<file path="config.mk">
export PLATFORM = sky130hd
export DESIGN_NAME = ace_ccu_snoop_arbiter_flat
export DESIGN_NICKNAME = d
export VERILOG_FILES = /design/src/rtl/ace_ccu_snoop_arbiter_if.sv /design/src/rtl/ace_ccu_snoop_arbiter.sv /design/src/flat_wrapper.sv
export SDC_FILE = /design/constraint.sdc
export NUM_CORES = 1
export LEC_CHECK = 0
export BUFFER_PORTS_ARGS = -buffer_cell sky130_fd_sc_hd__buf_2
export CAP_MARGIN = 20
export CORE_AREA = 2 2 171 173
export CTS_CLUSTER_DIAMETER = 120
export DETAILED_ROUTE_END_ITERATION = 10
export DIE_AREA = 0 0 173 175
export PLACE_DENSITY = 0.55
export SYNTH_ARGS = -nofsm -noshare
export SYNTH_HDL_FRONTEND = slang
export SYNTH_SLANG_ARGS = --single-unit
export TNS_END_PERCENT = 20
</file>
<file path="constraint.sdc">
create_clock -name clk_i -period 2.7 [get_ports clk_i]
set_input_delay 0.27 -clock clk_i [delete_from_list [all_inputs] [get_ports clk_i]]
set_output_delay 0.27 -clock clk_i [all_outputs]
set_load 0.005 [all_outputs]
</file>
<file path="src/rtl/ace_ccu_snoop_arbiter_if.sv">
// Snoop arbiter bundle: requester side, conflict-manager check, held output and credit return.
// master : arbiter side (drives grants, cm candidate, held entry, credit state)
// slave  : environment side (requesters, conflict manager, interconnect, response tracker)
interface ace_ccu_snoop_arbiter_if #(
  parameter int unsigned NumInp         = 4,
  parameter int unsigned AcWidth        = 72,
  parameter int unsigned MaskWidth      = 4,
  parameter int unsigned CmAddrWidth    = 8,
  parameter int unsigned MaxOutstanding = 4
);
  localparam int unsigned IdxW = (NumInp > 1) ? $clog2(NumInp) : 1;
  localparam int unsigned CntW = $clog2(MaxOutstanding + 1);

  logic                                   en_i;
  logic [NumInp-1:0]                      inp_valid_i;
  logic [NumInp-1:0]                      inp_ready_o;
  logic [NumInp-1:0][AcWidth-1:0]         inp_ac_i;
  logic [NumInp-1:0][MaskWidth-1:0]       inp_mask_i;
  logic [NumInp-1:0][CmAddrWidth-1:0]     inp_idx_i;
  logic                                   cm_valid_o;
  logic [CmAddrWidth-1:0]                 cm_idx_o;
  logic                                   cm_stall_i;
  logic                                   oup_valid_o;
  logic                                   oup_ready_i;
  logic [AcWidth-1:0]                     oup_ac_o;
  logic [MaskWidth-1:0]                   oup_mask_o;
  logic [IdxW-1:0]                        oup_sel_o;
  logic                                   resp_done_i;
  logic [CntW-1:0]                        inflight_o;
  logic                                   idle_o;

  modport master (
    input  en_i, inp_valid_i, inp_ac_i, inp_mask_i, inp_idx_i,
           cm_stall_i, oup_ready_i, resp_done_i,
    output inp_ready_o, cm_valid_o, cm_idx_o, oup_valid_o, oup_ac_o,
           oup_mask_o, oup_sel_o, inflight_o, idle_o
  );

  modport slave (
    output en_i, inp_valid_i, inp_ac_i, inp_mask_i, inp_idx_i,
           cm_stall_i, oup_ready_i, resp_done_i,
    input  inp_ready_o, cm_valid_o, cm_idx_o, oup_valid_o, oup_ac_o,
           oup_mask_o, oup_sel_o, inflight_o, idle_o
  );
endinterface

</file>
<file path="src/rtl/ace_ccu_snoop_arbiter.sv">
// Round-robin arbiter for the single CCU snoop-issue slot.
// Ports:
//   clk_i  : clock, all state on rising edge
//   rst_i  : synchronous active-high reset
//   bus    : arbiter bundle (master modport) - requester valid/ready/payload,
//            conflict-manager candidate + stall, registered AC/mask/sel output,
//            credit return (resp_done_i) and in-flight count / idle.
module ace_ccu_snoop_arbiter #(
  parameter int unsigned NumInp         = 4,
  parameter int unsigned AcWidth        = 72,
  parameter int unsigned MaskWidth      = 4,
  parameter int unsigned CmAddrWidth    = 8,
  parameter int unsigned MaxOutstanding = 4
) (
  input  logic                        clk_i,
  input  logic                        rst_i,
  ace_ccu_snoop_arbiter_if.master     bus
);
  localparam int unsigned IdxW = (NumInp > 1) ? $clog2(NumInp) : 1;
  localparam int unsigned CntW = $clog2(MaxOutstanding + 1);

  logic [IdxW-1:0]      prio_q;
  logic [CntW-1:0]      inflight_q;
  logic                 valid_q;
  logic [AcWidth-1:0]   ac_q;
  logic [MaskWidth-1:0] mask_q;
  logic [IdxW-1:0]      sel_q;

  logic                 found;
  logic [IdxW-1:0]      win;
  logic                 reg_free;
  logic                 credit_ok;
  logic                 grant;
  logic [NumInp-1:0]    ready;

  // First valid requester at or above the priority pointer, wrapping.
  always_comb begin
    found = 1'b0;
    win   = '0;
    for (int unsigned k = 0; k < NumInp; k++) begin
      if (!found && bus.inp_valid_i[(32'(prio_q) + k) % NumInp]) begin
        found = 1'b1;
        win   = IdxW'((32'(prio_q) + k) % NumInp);
      end
    end
  end

  // A completion in the same cycle frees the credit the new grant needs.
  assign credit_ok = (inflight_q < CntW'(MaxOutstanding)) ||
                     ((inflight_q == CntW'(MaxOutstanding)) && bus.resp_done_i);
  assign reg_free  = !valid_q || bus.oup_ready_i;
  assign grant     = found && bus.en_i && !bus.cm_stall_i && reg_free &&
                     credit_ok && !rst_i;

  // One-hot accept toward the winning requester only.
  always_comb begin
    ready = '0;
    if (grant) ready[win] = 1'b1;
  end

  assign bus.inp_ready_o = ready;
  assign bus.cm_valid_o  = (|bus.inp_valid_i) && bus.en_i;
  assign bus.cm_idx_o    = found ? bus.inp_idx_i[win] : '0;
  assign bus.oup_valid_o = valid_q;
  assign bus.oup_ac_o    = ac_q;
  assign bus.oup_mask_o  = mask_q;
  assign bus.oup_sel_o   = sel_q;
  assign bus.inflight_o  = inflight_q;
  assign bus.idle_o      = (inflight_q == '0);

  // Held output entry, priority pointer and credit counter.
  always_ff @(posedge clk_i) begin
    if (rst_i) begin
      valid_q    <= 1'b0;
      ac_q       <= '0;
      mask_q     <= '0;
      sel_q      <= '0;
      prio_q     <= '0;
      inflight_q <= '0;
    end else begin
      if (grant) begin
        valid_q <= 1'b1;
        ac_q    <= bus.inp_ac_i[win];
        mask_q  <= bus.inp_mask_i[win];
        sel_q   <= win;
        prio_q  <= (win == IdxW'(NumInp - 1)) ? '0 : win + IdxW'(1);
      end else if (bus.oup_ready_i) begin
        valid_q <= 1'b0;
      end

      if (grant && !bus.resp_done_i) begin
        inflight_q <= inflight_q + CntW'(1);
      end else if (!grant && bus.resp_done_i && (inflight_q != '0)) begin
        inflight_q <= inflight_q - CntW'(1);
      end
    end
  end

  // A completion can only return a credit that was handed out.
  resp_done_has_credit_a : assert property (
    @(posedge clk_i) disable iff (rst_i) bus.resp_done_i |-> (inflight_q != '0)
  );
endmodule

</file>
<file path="src/flat_wrapper.sv">
// flat-port wrapper written by rule: the top's interface ports become plain ports
module ace_ccu_snoop_arbiter_flat 
#(
  parameter int unsigned NumInp         = 4,
  parameter int unsigned AcWidth        = 72,
  parameter int unsigned MaskWidth      = 4,
  parameter int unsigned CmAddrWidth    = 8,
  parameter int unsigned MaxOutstanding = 4
)
  (clk_i, rst_i, bus_en_i, bus_inp_valid_i, bus_inp_ac_i, bus_inp_mask_i, bus_inp_idx_i, bus_cm_stall_i, bus_oup_ready_i, bus_resp_done_i, bus_inp_ready_o, bus_cm_valid_o, bus_cm_idx_o, bus_oup_valid_o, bus_oup_ac_o, bus_oup_mask_o, bus_oup_sel_o, bus_inflight_o, bus_idle_o);
  ace_ccu_snoop_arbiter_if #(.NumInp(NumInp), .AcWidth(AcWidth), .MaskWidth(MaskWidth), .CmAddrWidth(CmAddrWidth), .MaxOutstanding(MaxOutstanding)) bus_i ();
  input  logic clk_i;
  input  logic rst_i;
  input wire logic [$bits(bus_i.en_i)-1:0] bus_en_i;
  input wire logic [$bits(bus_i.inp_valid_i)-1:0] bus_inp_valid_i;
  input wire logic [$bits(bus_i.inp_ac_i)-1:0] bus_inp_ac_i;
  input wire logic [$bits(bus_i.inp_mask_i)-1:0] bus_inp_mask_i;
  input wire logic [$bits(bus_i.inp_idx_i)-1:0] bus_inp_idx_i;
  input wire logic [$bits(bus_i.cm_stall_i)-1:0] bus_cm_stall_i;
  input wire logic [$bits(bus_i.oup_ready_i)-1:0] bus_oup_ready_i;
  input wire logic [$bits(bus_i.resp_done_i)-1:0] bus_resp_done_i;
  output wire logic [$bits(bus_i.inp_ready_o)-1:0] bus_inp_ready_o;
  output wire logic [$bits(bus_i.cm_valid_o)-1:0] bus_cm_valid_o;
  output wire logic [$bits(bus_i.cm_idx_o)-1:0] bus_cm_idx_o;
  output wire logic [$bits(bus_i.oup_valid_o)-1:0] bus_oup_valid_o;
  output wire logic [$bits(bus_i.oup_ac_o)-1:0] bus_oup_ac_o;
  output wire logic [$bits(bus_i.oup_mask_o)-1:0] bus_oup_mask_o;
  output wire logic [$bits(bus_i.oup_sel_o)-1:0] bus_oup_sel_o;
  output wire logic [$bits(bus_i.inflight_o)-1:0] bus_inflight_o;
  output wire logic [$bits(bus_i.idle_o)-1:0] bus_idle_o;
  assign bus_i.en_i = bus_en_i;
  assign bus_i.inp_valid_i = bus_inp_valid_i;
  assign bus_i.inp_ac_i = bus_inp_ac_i;
  assign bus_i.inp_mask_i = bus_inp_mask_i;
  assign bus_i.inp_idx_i = bus_inp_idx_i;
  assign bus_i.cm_stall_i = bus_cm_stall_i;
  assign bus_i.oup_ready_i = bus_oup_ready_i;
  assign bus_i.resp_done_i = bus_resp_done_i;
  assign bus_inp_ready_o = bus_i.inp_ready_o;
  assign bus_cm_valid_o = bus_i.cm_valid_o;
  assign bus_cm_idx_o = bus_i.cm_idx_o;
  assign bus_oup_valid_o = bus_i.oup_valid_o;
  assign bus_oup_ac_o = bus_i.oup_ac_o;
  assign bus_oup_mask_o = bus_i.oup_mask_o;
  assign bus_oup_sel_o = bus_i.oup_sel_o;
  assign bus_inflight_o = bus_i.inflight_o;
  assign bus_idle_o = bus_i.idle_o;
  ace_ccu_snoop_arbiter #(.NumInp(NumInp), .AcWidth(AcWidth), .MaskWidth(MaskWidth), .CmAddrWidth(CmAddrWidth), .MaxOutstanding(MaxOutstanding)) u_core (.clk_i(clk_i), .rst_i(rst_i), .bus(bus_i));
endmodule
</file>
After elaboration in Yosys (flattened, before gate mapping)
Cells that the tools add are included.

Add/subtract/negate cells: 6. $lt $le $gt $ge: 7. Equality and inequality tests: 2. Muxes and demuxes: 31. Reduce and logical (&&, ||, !) cells: 29.

Operators by type and width (number): binary-select mux 72 bit (select 2 bit) (1); two-way mux 72 bit (1); binary-select mux 8 bit (select 2 bit) (1); two-way mux 8 bit (2); less-than comparator 2 x 3 -> 1 bit (second input constant) (5); logical AND 1 bit (14); two-way mux 1 bit (11); two-way mux 2 bit (5); binary-select mux 1 bit (select 2 bit) (4); binary-select mux 4 bit (select 2 bit) (1); zero test 1 bit (8); two-way mux 4 bit (2); two-way mux 3 bit (2); adder 2 x 1 -> 2 bit (second input constant) (2); adder 2 bit (second input constant) (2); nonzero test 2 bit (2); OR reduction 4 bit (1); adder 3 x 1 -> 3 bit (second input constant) (1); == test 3 bit (second input constant) (1); zero test 3 bit (1); less-than comparator 3 bit (second input constant) (1); nonzero test 3 bit (1); subtractor 3 x 1 -> 3 bit (second input constant) (1); demux 1 bit (select 2 bit) (1); 3 further kinds (4).

Flip-flop bits (word level): 84. Bits of input ports: 346. Logic and storage cells: 81.

Logic depth before layout (Yosys ltp)
Gate-level depths: netlist of run 1.

Word-level depth: 22. Depth in mapped cells: 10.

Worst setup path before layout of run 1
Ideal clock, no wire load.

Kind: reg-to-reg. Start: register u_core.inflight_q[0] (netlist: u_core.bus.inflight_o[0]). End: register u_core.inflight_q[2] (netlist: u_core.bus.inflight_o[2]). Library setup time: 0.078 ns. Data arrival time: 2.294 ns. Slack: 0.328 ns. Cell stages (with the launch flop): 11. Path buffers: 3. Clock period less this slack: 2.372 ns. Cells stage by stage: dfxtp_1 nor3b_2 o2111ai_4 buf_6 buf_8 buf_4 or2_2 fa_1 nor3b_1 o21a_1 nor3_1.

Word-level cells in the longest chain between the ends: 9. Elaborated cells between the ends (all ways): 16.

Ends and longest elaborated chain: start: declaration (line ace_ccu_snoop_arbiter.sv:23) `logic [CntW-1:0] inflight_q;`; start signal: assignment (line ace_ccu_snoop_arbiter.sv:92) `inflight_q <= inflight_q + CntW'(1);`; start signal: assignment (line ace_ccu_snoop_arbiter.sv:94) `inflight_q <= inflight_q - CntW'(1);`; branches (longest 9 deep; another with less-than comparator 3 bit).

Parallel ways; which one is timed is not known. The select of a mux whose other input is x is not followed. A chain may end at the register's enable or synchronous reset.

Worst setup path in the final report of run 1
Start: register u_core.prio_q[1]. End: output bus_inp_ready_o[3].

Elaborated cells between the ends (all ways): 36.

RTL lines: start: declaration (line ace_ccu_snoop_arbiter.sv:22) `logic [IdxW-1:0] prio_q;`; start signal: assignment (line ace_ccu_snoop_arbiter.sv:86) `prio_q <= (win == IdxW'(NumInp - 1)) ? '0 : win + IdxW'(1);`; branches (longest 11 deep; another with adder 2 x 1 -> 2 bit); two-way mux 2 bit (*) (line ace_ccu_snoop_arbiter.sv:41) `if (!found && bus.inp_valid_i[(32'(prio_q) + k) % NumInp]) begin`; net u_core.win[1] (line ace_ccu_snoop_arbiter.sv:30) `logic [IdxW-1:0] win;`; less-than comparator 2 x 3 -> 1 bit (implied by the code) or greater-or-equal comparator 2 x 1 -> 1 bit (tied branches) (line ace_ccu_snoop_arbiter.sv:58) `if (grant) ready[win] = 1'b1;`; logical AND 1 bit (implied by the code) (line ace_ccu_snoop_arbiter.sv:58); two-way mux 1 bit (implied by the code) (line ace_ccu_snoop_arbiter.sv:58); demux 1 bit (select 2 bit) (*); two-way mux 4 bit (*) (line ace_ccu_snoop_arbiter.sv:58); end: declaration (line flat_wrapper.sv:22) `output wire logic [$bits(bus_i.inp_ready_o)-1:0] bus_inp_ready_o;`.

Mark *: on every way through the listed nets, which the timed path passes. The select of a mux whose other input is x is not followed.

==> metrics.log, run 1 <==
INFO  metric tritoncts = done
INFO  metric synth_edf_count = 0
INFO  metric dr.first_iter.drc_count = 422
INFO  metric layout.filler_cells = approximately 3200
INFO  metric cts-hold-fix-buffers = 0
INFO  metric synth.avg_cell_area = 7.34 um^2
INFO  metric critical_path_peak_fanout = 11
INFO  metric worst_path_max_delay_cell = a221o_4
INFO  metric layout_worst_path_cycle_share = about 94%
INFO  metric crit_path_start = u_core.prio_q[1]$_SDFFE_PP0P_
INFO  metric nets = approximately 1600
INFO  metric postSynth.asyncResetShare = 0%
INFO  metric chipHeight = 175 um
INFO  metric clk_latency = 0.35 ns
INFO  metric tns = 0 ns
INFO  metric clock_tree.root_cell = clkbuf_16
INFO  metric std_cell_rows = 62
INFO  metric share_of_the_synthesized_area_in_the_top_cell_type = 25.4%
INFO  metric cts.sinks = 84
INFO  metric finClkSkew = 0.00977 ns
INFO  metric io_buffer_count = 441
INFO  metric final_number_of_hold_violating_endpoints = 0
INFO  metric synth_seq_cells = 84
INFO  metric place.gp.congestion = 0.841
INFO  metric yosys.cell_types.count = 42
INFO  metric dr_total_vias = approximately 8200
INFO  metric synth_sequential_area_ratio = between 20% and 30%
INFO  metric timing.setup.critical_path_class = flip-flop to primary output
INFO  metric powerDensity = 438 mW/mm^2
INFO  metric yosys_warnings = 0
INFO  metric design.core.area = 0.0284 mm^2
INFO  metric number_of_buffers_inserted_during_clock_tree_synthesis = 9
INFO  metric holdCritPathClass = input pin to flip-flop
INFO  metric cts_resized = 0
INFO  metric grt_setup_unrepaired = no
INFO  metric first_global_vias = 7927
INFO  metric top_ports = 442
INFO  metric drt_wl_total = 28000 um
INFO  metric gr-usage-all-layers = 17.8%
INFO  metric worstPathCellList = nand2_1 -> a221o_4 -> nand2_8 -> clkinv_1 -> ha_1 -> inv_1 -> nor2_1 -> buf_2
INFO  metric vias_per_cell = 4.93
INFO  metric postCtsSetupRepairBufs = 0
INFO  metric synthToLayoutAreaGrowth = 41.3%
INFO  metric synth_top_cells_by_area = dfxtp_1 25%, and3_1 15%, a21boi_0 15%
INFO  metric static-leakage-power = 4.58 nW
INFO  metric drt-wirelength-per-cell = around 17 um
INFO  metric clk_transition_reported_paths = around 0.07 ns
INFO  metric worst_setup_path_start_kind = flip-flop
INFO  metric critical_path_s_largest_stage_delay = about 0.43 ns
INFO  metric dp_hpwl = 20600 um
INFO  metric max-clock-path-buffers = 2
INFO  metric synth.cell_area = 0.00661 mm^2
INFO  metric timing.rr.start = u_core.bus.inflight_o[0]$_SDFFE_PP0P_
INFO  metric min_from = bus_oup_ready_i
INFO  metric synth_flop_cell = dfxtp_1
INFO  metric clock_tree.htree_level_count = 3
INFO  metric synth_nets = 1252
INFO  metric result_of_the_run = finished clean
INFO  metric synthDominantAreaCellType = dfxtp_1
INFO  metric drc_errors = 0
INFO  metric drive_gt1_share = 38.7%
INFO  metric cp_data_required_time = 2.43 ns
INFO  metric clock.fmax = between 0.3 and 0.4 GHz
INFO  metric end_kind = primary output
INFO  metric slew-limit-headroom = about 29%
INFO  metric final_util = around a third
INFO  metric post_layout_min_period = 2.54 ns
INFO  metric drt-pass1-iter-count = 5
INFO  metric finalSetupViolations = 0
INFO  metric worst_ir_drop_vdd = ~0.25 mV
INFO  metric grt-ovfl-total = 0
INFO  metric cap_violations = 0
INFO  metric initial_utilization = between 20% and 30%
INFO  metric dieArea = slightly above 0.03 mm^2
INFO  metric final_antenna_net_count = 0
INFO  metric post_synth_inst_count = approximately 900
INFO  metric antenna_found_initial = 8
INFO  metric grt_start_max_net_pins = about 160
INFO  metric tightest_slew = approximately 1.1 ns
INFO  metric critical_path_arrival = 2.27 ns
INFO  metric global_route_wire_length_before_repair = approximately 43000 um
INFO  metric die_width = 173 um
INFO  metric drv_slew = 0
==> path summary, 6_finish.rpt <==
kind | endpoint | slack, ns | cells after the start
max | bus_inp_ready_o[3] | 0.16 | 8
min | u_core.bus.oup_valid_o$_SDFFE_PP0P_ | 0.28 | 3
max reg2reg | u_core.bus.inflight_o[2]$_SDFFE_PP0P_ | 0.43 | 7
min reg2reg | u_core.bus.oup_ac_o[9]$_SDFFE_PP0P_ | 0.48 | 2
==> cells in the mapped netlist (4+ instances only) <==
master,n
and3_1,160
o21ai_1,150
a21boi_0,131
nand2_1,93
dfxtp_1,84
a31oi_1,76
clkbuf_1,65
a21boi_1,21
buf_2,20
buf_6,17
nor2_1,14
a211oi_1,8
a311oi_1,7
inv_1,7
a21oi_1,4
ha_1,4
mux2i_1,4
==> worst max-delay path: cells and delay by family, from the launching register on <==
family | cells | cell delay [ns]
AOI/OAI and AO/OA | 1 | 0.43
DFF | 1 | 0.42
and+or+nand+nor | 3 | 0.24
adders and majority gates | 1 | 0.33
buffers and inverters | 3 | 0.50
==> registers in the layout, indices dropped and copies added (netlist names) <==
| name | flops |
|---|---|
| u_core.bus.oup_sel_o | 2 |
| u_core.prio_q | 2 |
| u_core.bus.oup_valid_o | 1 |
| u_core.bus.inflight_o | 3 |
| u_core.bus.oup_mask_o | 4 |
| u_core.bus.oup_ac_o | 72 |
==> cells in the final DEF (no fill, tap or decap), drive strengths merged, types with 2 or more instances in the layout <==
| cell | n |
|---|---|
| nand2b | 3 |
| a211oi | 8 |
| a21boi | 152 |
| and3 | 160 |
| o21ai | 152 |
| bufinv | 2 |
| or2 | 3 |
| inv | 7 |
| a311oi | 8 |
| nor3b | 3 |
| a21oi | 4 |
| nor4 | 2 |
| nor2b | 2 |
| nor2 | 14 |
| buf | 464 |
| mux2i | 4 |
| dfxtp | 84 |
| nand2 | 94 |
| nor3 | 4 |
| a31oi | 77 |
| ha | 4 |
| diode | 4 |
| clkbuf | 11 |
| clkinv | 3 |
==> layer usage <==
metal,track usage (%),share of wire [%]
met4,5.90,2.6
met2,31.6,49
met1,20.7,41
met3,4.90,7.3
met5,0,0.19
==> power breakdown <==
part           total, mW  switching, mW  internal, mW
clock network       1.43          0.584         0.842
registers           1.39         0.0656          1.33
logic               1.28          0.672         0.607
total               4.10           1.32          2.78
==> area by class of cell <==
| type | instances | area [um^2] | share of cell area [%] |
|---|---|---|---|
| Sequential cell | 84 | 1680 | 18.0 |
| Multi-Input combinational cell | 703 | 4350 | 46.5 |
| Clock inverter | 5 | 85.1 | 0.910 |
| Tap cell | 384 | 480 | 5.14 |
| Clock buffer | 11 | 243 | 2.60 |
| Antenna cell | 4 | 10.0 | 0.107 |
| Inverter | 8 | 30.0 | 0.321 |
| Timing Repair Buffer | 464 | 2470 | 26.4 |
==> cells by family (layout without fill, tap and decap cells) <==
kind of cell / Yosys count / in the layout / share of synthesized area, %
fa+ha+maj: 5 / 5 / 1.06
buf+inv: 114 / 488 / 9.12
flops: 84 / 84 / 25.4
xor+xnor: 1 / 1 / 0.132
mux: 4 / 4 / 0.606
other cells: 0 / 4 / 0
simple gates: 285 / 285 / 23.6
compound gates: 408 / 408 / 40.1
==> through the flow <==
stage | setup slack [ns] | instances | cell area [um^2] | hold WS, ns | power, mW
after floorplan | 0.328 | 901 | 6610 | 0.474 | 2.16
after global placement | 0.434 | 1643 | 9010 | 0.464 | 2.70
after detailed placement | 0.406 | 1643 | 9010 | 0.467 | 2.71
after CTS | 0.151 | 1659 | 9340 | 0.266 | 4.17
after global routing | 0.00395 | 1662 | 9340 | 0.304 | 4.37
final | 0.162 | 1663 | 9350 | 0.282 | 4.10
Note: power is estimated with default switching activity, not from simulation.
==> run 2: changes to the inputs <==
--- a/config.mk
+++ b/config.mk
@@ -7,10 +7,10 @@
 export LEC_CHECK = 0
 export BUFFER_PORTS_ARGS = -buffer_cell sky130_fd_sc_hd__buf_2
 export CAP_MARGIN = 20
-export CORE_AREA = 2 2 171 173
+export CORE_AREA = 2 2 170 172
 export CTS_CLUSTER_DIAMETER = 120
 export DETAILED_ROUTE_END_ITERATION = 10
-export DIE_AREA = 0 0 173 175
+export DIE_AREA = 0 0 172 174
 export PLACE_DENSITY = 0.55
 export SYNTH_ARGS = -nofsm -noshare
 export SYNTH_HDL_FRONTEND = slang
==> metrics.log, run 2 (same netlist as run 1, synthesis figures left out) <==
INFO  metric critical_path_peak_fanout = 19
INFO  metric holdCritPathClass = input pin to flip-flop
INFO  metric share_of_power_burned_in_registers = 34.6%
INFO  metric layout_worst_path_cycle_share = around nine tenths
INFO  metric result_of_the_run = finished clean
INFO  metric timing.rr.start = u_core.prio_q[1]$_SDFFE_PP0P_
INFO  metric multi_input_comb_area = 0.00435 mm^2
INFO  metric top_ports = 442
INFO  metric nets = 1619
INFO  metric place.gp.congestion = 0.839
INFO  metric p_clk_share = 33.8%
INFO  metric final_common_cell = buf_2
INFO  metric tritoncts = done
INFO  metric synthToLayoutAreaGrowth = 41.0%
INFO  metric post_layout_min_period = 2.48 ns
INFO  metric antenna_found_initial = 5
INFO  metric grt-ovfl-total = 0
INFO  metric critical_path_arrival = 2.21 ns
INFO  metric tightest_slew = 1.06 ns
INFO  metric layout.cells.most_common_list = 440 x buf_2, 160 x and3_1, 150 x o21ai_1
INFO  metric clock_tree.root_cell = clkbuf_16
INFO  metric grt_start_max_net_pins = 143
INFO  metric clock_tree.htree_level_count = 3
INFO  metric drive_gt1_share = 38.6%
INFO  metric max-clock-path-buffers = 2
INFO  metric dieArea = roughly 0.03 mm^2
INFO  metric powerDensity = approximately 430 mW/mm^2
INFO  metric register_area = 0.00168 mm^2
INFO  metric io_buffer_count = 441
INFO  metric endpoint = bus_inp_ready_o[3]
INFO  metric layout.filler_cells = between 3000 and 4000
INFO  metric dr_total_vias = 8124
INFO  metric largest_reg_flops = between 70 and 80
INFO  metric whs = 0.293 ns
INFO  metric ff2ff_path_depth = 7
INFO  metric std_cell_rows = a little over 60
INFO  metric final_number_of_hold_violating_endpoints = 0
INFO  metric dr.first_iter.drc_count = roughly 360
INFO  metric cp_data_required_time = between 2 and 2.5 ns
INFO  metric final_util = 33.0%
INFO  metric grt_setup_unrepaired = no
INFO  metric drt-pass1-iter-count = 4
INFO  metric clk_transition_reported_paths = about 0.070 ns
INFO  metric p_sw = 1.30 mW
INFO  metric end_kind = primary output
INFO  metric cts.sinks = 84
INFO  metric global_route_wire_length_before_repair = approximately 40000 um
INFO  metric r2r_end = u_core.bus.oup_ac_o[56]$_SDFFE_PP0P_
INFO  metric chipHeight = 174 um
INFO  metric gr-usage-all-layers = 17.2%
INFO  metric timing.setup.critical_path_class = flip-flop to primary output
INFO  metric netSwitchingFraction = 32.1%
INFO  metric die_width = 172 um
INFO  metric drt-wirelength-per-cell = roughly 17 um
INFO  metric drv_slew = 0
INFO  metric slew-limit-headroom = 29.4%
INFO  metric drt_wl_total = between 20000 and 30000 um
INFO  metric final_antenna_net_count = 0
INFO  metric finClkSkew = roughly 0.012 ns
INFO  metric combinationalPowerShare = 31.5%
INFO  metric setup.reg_to_reg.worst_slack = 0.48 ns
INFO  metric cap_violations = 0
INFO  metric static-leakage-power = roughly 4.6 nW
INFO  metric worst_setup_path_start_kind = flip-flop
INFO  metric dp_hpwl = 20000 um
INFO  metric drc_errors = 0
INFO  metric finalSetupViolations = 0
INFO  metric worst_ir_drop_vdd = 0.293 mV
INFO  metric clk_latency = 0.35 ns
INFO  metric initial_utilization = 23.4%
INFO  metric vias_per_cell = between 4 and 5
INFO  metric number_of_buffers_inserted_during_clock_tree_synthesis = 9
INFO  metric p_int = ~2.7 mW
INFO  metric clock.fmax = 0.403 GHz
INFO  metric crit_path_start = u_core.prio_q[1]$_SDFFE_PP0P_
INFO  metric first_global_vias = 7479
INFO  metric design.core.area = 0.0282 mm^2
INFO  metric tns = 0 ns
run 2: worst min path at each step:
stage | start | slack [ns] | to | cells after the start
after floorplan | u_core.bus.oup_ac_o[0]$_SDFFE_PP0P_ | 0.47 | u_core.bus.oup_ac_o[0]$_SDFFE_PP0P_ | 2
after global placement | u_core.bus.oup_sel_o[0]$_SDFFE_PP0P_ | 0.46 | u_core.bus.oup_sel_o[0]$_SDFFE_PP0P_ | 2
after detailed placement | u_core.bus.oup_ac_o[7]$_SDFFE_PP0P_ | 0.47 | u_core.bus.oup_ac_o[7]$_SDFFE_PP0P_ | 2
after CTS | bus_oup_ready_i | 0.27 | u_core.bus.oup_valid_o$_SDFFE_PP0P_ | 3
after global routing | bus_oup_ready_i | 0.30 | u_core.bus.oup_valid_o$_SDFFE_PP0P_ | 3
final | bus_oup_ready_i | 0.29 | u_core.bus.oup_valid_o$_SDFFE_PP0P_ | 3
run 2: layout make-up:
class                           instances  share of cell area, %
Tap cell                              384                   5.15
Clock inverter                          4                  0.805
Inverter                                8                  0.362
Sequential cell                        84                   18.0
Antenna cell                            3                 0.0805
Timing Repair Buffer                  462                   26.5
Clock buffer                           11                   2.50
Multi-Input combinational cell        703                   46.6
run 2: layer usage:
| layer | up-vias | routed length, um | global-route usage [%] |
|---|---|---|---|
| li1 | 4044 | - | - |
| met1 | 3724 | 11400 | 20.4 |
| met2 | 321 | 13400 | 30.3 |
| met3 | 31 | 2290 | 4.51 |
| met4 | 4 | 488 | 4.73 |
| met5 | - | 27 | 0 |
run 2: power by group through the flow:
stage          Clock, mW  Sequential (mW)  Combinational, mW
5_1_grt             1.47             1.42               1.41
3_3_place_gp           0             1.42               1.27
6_report            1.37             1.40               1.27
2_1_floorplan          0             1.42              0.741
3_5_place_dp           0             1.43               1.28
4_1_cts             1.43             1.40               1.28
run 2: per-stage QoR:
step	setup slack (ns)	area (um^2)	power [mW]	std cells
2_1_floorplan	0.328	6610	2.16	901
3_3_place_gp	0.369	9010	2.70	1641
3_5_place_dp	0.350	9010	2.70	1641
5_1_grt	0.0792	9320	4.29	1658
6_report	0.221	9330	4.04	1659
4_1_cts	0.107	9310	4.11	1656
run 2: repair_timing:
item / 4_1_cts / 5_1_grt
hold endpoints to repair: 0 / 0
buffers inserted: 0 / 0
resized for setup: 0 / 1
hold buffers: 0 / 0
endpoints found under the setup margin: 0 / 2
run 2: worst max-delay path, stage by stage (launching register included):
cell and delay (ns):
dfxtp_1 0.43, nand2_1 0.13, a221o_4 0.42, nand2_8 0.14
clkinvlp_4 0.21, ha_1 0.25, inv_1 0.09, nor2_1 0.06
buf_2 0.14
==> run 3: changes to the inputs <==
--- a/config.mk
+++ b/config.mk
@@ -11,6 +11,7 @@
 export CTS_CLUSTER_DIAMETER = 120
 export DETAILED_ROUTE_END_ITERATION = 10
 export DIE_AREA = 0 0 172 174
+export MAX_ROUTING_LAYER = met4
 export PLACE_DENSITY = 0.55
 export SYNTH_ARGS = -nofsm -noshare
 export SYNTH_HDL_FRONTEND = slang
==> metrics.log, run 3 (same netlist as run 1, synthesis figures left out) <==
INFO  metric result_of_the_run = finished clean
INFO  metric tritoncts = done
INFO  metric io_buffer_count = between 400 and 500
INFO  metric layout_worst_path_cycle_share = 91.6%
INFO  metric antenna_found_initial = 5
INFO  metric r2r_end = u_core.bus.oup_ac_o[56]$_SDFFE_PP0P_
INFO  metric timing.rr.start = u_core.prio_q[1]$_SDFFE_PP0P_
INFO  metric post-place-cells = about 1600
INFO  metric tightest_slew = 1.03 ns
INFO  metric std_cell_rows = 62
INFO  metric gr-usage-all-layers = between 10% and 20%
INFO  metric timing.setup.critical_path_class = flip-flop to primary output
INFO  metric die_width = 172 um
INFO  metric grt_start_max_net_pins = 143
INFO  metric slew-limit-headroom = 31.4%
INFO  metric cts_resized = 0
INFO  metric met3_wirelength = 2060 um
INFO  metric drc_errors = 0
INFO  metric clk_transition_reported_paths = about 0.07 ns
INFO  metric cts.sinks = 84
INFO  metric post_layout_min_period = 2.47 ns
INFO  metric whs = between 0.2 and 0.3 ns
INFO  metric post_route_non_filler_standard_cell_count = about 1700
INFO  metric holdCritPathClass = input pin to flip-flop
INFO  metric max-clock-path-buffers = 2
INFO  metric critical_path_s_largest_stage_delay = 0.42 ns
INFO  metric number_of_buffers_inserted_during_clock_tree_synthesis = 9
INFO  metric nets = 1619
INFO  metric first_global_vias = 7495
INFO  metric dr.first_iter.drc_count = roughly 400
INFO  metric end_kind = primary output
INFO  metric ff2ff_path_depth = 7
INFO  metric cts-hold-fix-buffers = 0
INFO  metric place.gp.congestion = ~0.85
INFO  metric largest_reg_flops = a little over 70
INFO  metric drt_wl_total = ~27000 um
INFO  metric clock_tree.htree_level_count = 3
INFO  metric final_antenna_net_count = 0
INFO  metric cap_violations = 0
INFO  metric setup.reg_to_reg.worst_slack = around 0.48 ns
INFO  metric layout.cells.most_common_list = 440 x buf_2, 160 x and3_1, 150 x o21ai_1
INFO  metric initial_utilization = 23.4%
INFO  metric drt-wirelength-per-cell = 16.5 um
INFO  metric vias_per_cell = roughly 5
INFO  metric finClkSkew = 0.0129 ns
INFO  metric drv_slew = 0
INFO  metric worst_setup_path_start_kind = flip-flop
INFO  metric design.core.area = roughly 0.028 mm^2
INFO  metric critical_path_peak_fanout = 19
INFO  metric final_number_of_hold_violating_endpoints = 0
INFO  metric hold_path_end = u_core.bus.oup_valid_o$_SDFFE_PP0P_
INFO  metric dieArea = approximately 0.03 mm^2
INFO  metric tns = 0 ns
INFO  metric worstPathCellList = nand2_1 -> a221o_4 -> nand2_8 -> clkinvlp_4 -> ha_1 -> inv_1 -> nor2_1 -> buf_2
INFO  metric global_route_wire_length_before_repair = 40300 um
INFO  metric finalSetupViolations = 0
INFO  metric top_ports = 442
INFO  metric critical_path_arrival = 2.20 ns
INFO  metric chipHeight = 174 um
INFO  metric synthToLayoutAreaGrowth = 41.1%
INFO  metric drive_gt1_share = 38.6%
INFO  metric register_area = 0.00168 mm^2
INFO  metric dp_hpwl = 20000 um
INFO  metric cp_data_required_time = 2.43 ns
INFO  metric clock.fmax = 0.404 GHz
INFO  metric static-leakage-power = around 4.6 nW
INFO  metric worst_path_max_delay_cell = dfxtp_1
INFO  metric postCtsSetupRepairBufs = 0
INFO  metric buffers_plus_inverters_on_the_worst_setup_path = 3
INFO  metric grt_setup_unrepaired = no
INFO  metric routedLengthMet1 = 11600 um
INFO  metric dr_total_vias = 8083
INFO  metric critical-path-top-delay-family = buffers and inverters
INFO  metric clock_tree.root_cell = clkbuf_16
INFO  metric final_util = 33.0%
INFO  metric grt-ovfl-total = 0
INFO  metric min_from = bus_oup_ready_i
INFO  metric powerDensity = 432 mW/mm^2
INFO  metric final_common_cell = buf_2
INFO  metric worst_ir_drop_vdd = 0.292 mV
INFO  metric clk_latency = ~0.35 ns
INFO  metric worst_hold_path_stage_count = 3
INFO  metric top_layer_used = met4
INFO  metric drt-pass1-iter-count = 4
INFO  metric routed-wl-met2 = roughly 13000 um
INFO  metric multi_input_comb_area = around 0.0043 mm^2
INFO  metric layout.filler_cells = 3161
==> run 3: cell types whose count changed in the layout (fill, tap and decap cells not counted), sizes merged <==
cell   before  now
diode       3    5
==> run 3: cell type report <==
type / count / share of cell area, %
clock inverter: 4 / 0.805
timing repair buffer: 462 / 26.4
inverter: 8 / 0.362
sequential: 84 / 18.0
clock buffer: 11 / 2.49
tap: 384 / 5.15
antenna: 5 / 0.134
multi-input combinational: 703 / 46.6
==> run 3: worst max path at each step <==
stage                                     startpoint                               endpoint  slack [ns]  depth (start not counted)
6_report               u_core.prio_q[1]$_SDFFE_PP0P_                     bus_inp_ready_o[3]        0.23                          8
5_1_grt                u_core.prio_q[1]$_SDFFE_PP0P_                     bus_inp_ready_o[3]        0.08                          8
4_1_cts                u_core.prio_q[1]$_SDFFE_PP0P_                     bus_inp_ready_o[3]        0.11                          8
3_5_place_dp                      bus_inp_valid_i[2]   u_core.bus.oup_ac_o[56]$_SDFFE_PP0P_        0.35                          8
3_3_place_gp                      bus_inp_valid_i[2]   u_core.bus.oup_ac_o[56]$_SDFFE_PP0P_        0.37                          8
2_1_floorplan  u_core.bus.inflight_o[0]$_SDFFE_PP0P_  u_core.bus.inflight_o[2]$_SDFFE_PP0P_        0.33                         10
==> run 3: power by group <==
part	leakage, nW	total (mW)	switching [mW]	internal (mW)
combinational	3.74	1.27	0.668	0.604
sequential	0.682	1.40	0.0717	1.33
clock	0.142	1.36	0.552	0.808
==> run 3: worst register-to-register path, cell delays in order, from the launching register on <==
cell and delay, ns:
dfxtp_1 0.42, nand2_1 0.13, a221o_4 0.42, buf_12 0.20, buf_4 0.22, and3_1 0.23, o21ai_1 0.32, a31oi_1 0.12
==> run 3: layer usage <==
metal,global-route usage [%],up-vias
li1,-,4049
met1,20.5,3700
met2,30.5,304
met3,4.05,30
met4,4.73,0
met5,-,-
==> run 3: per-stage QoR <==
stage	cell area (um^2)	worst slack, ns	power (mW)
after floorplan	6610	0.328	2.16
after global placement	9010	0.369	2.70
after detailed placement	9010	0.350	2.70
final	9330	0.227	4.03
after CTS	9310	0.107	4.11
after global routing	9330	0.0793	4.29
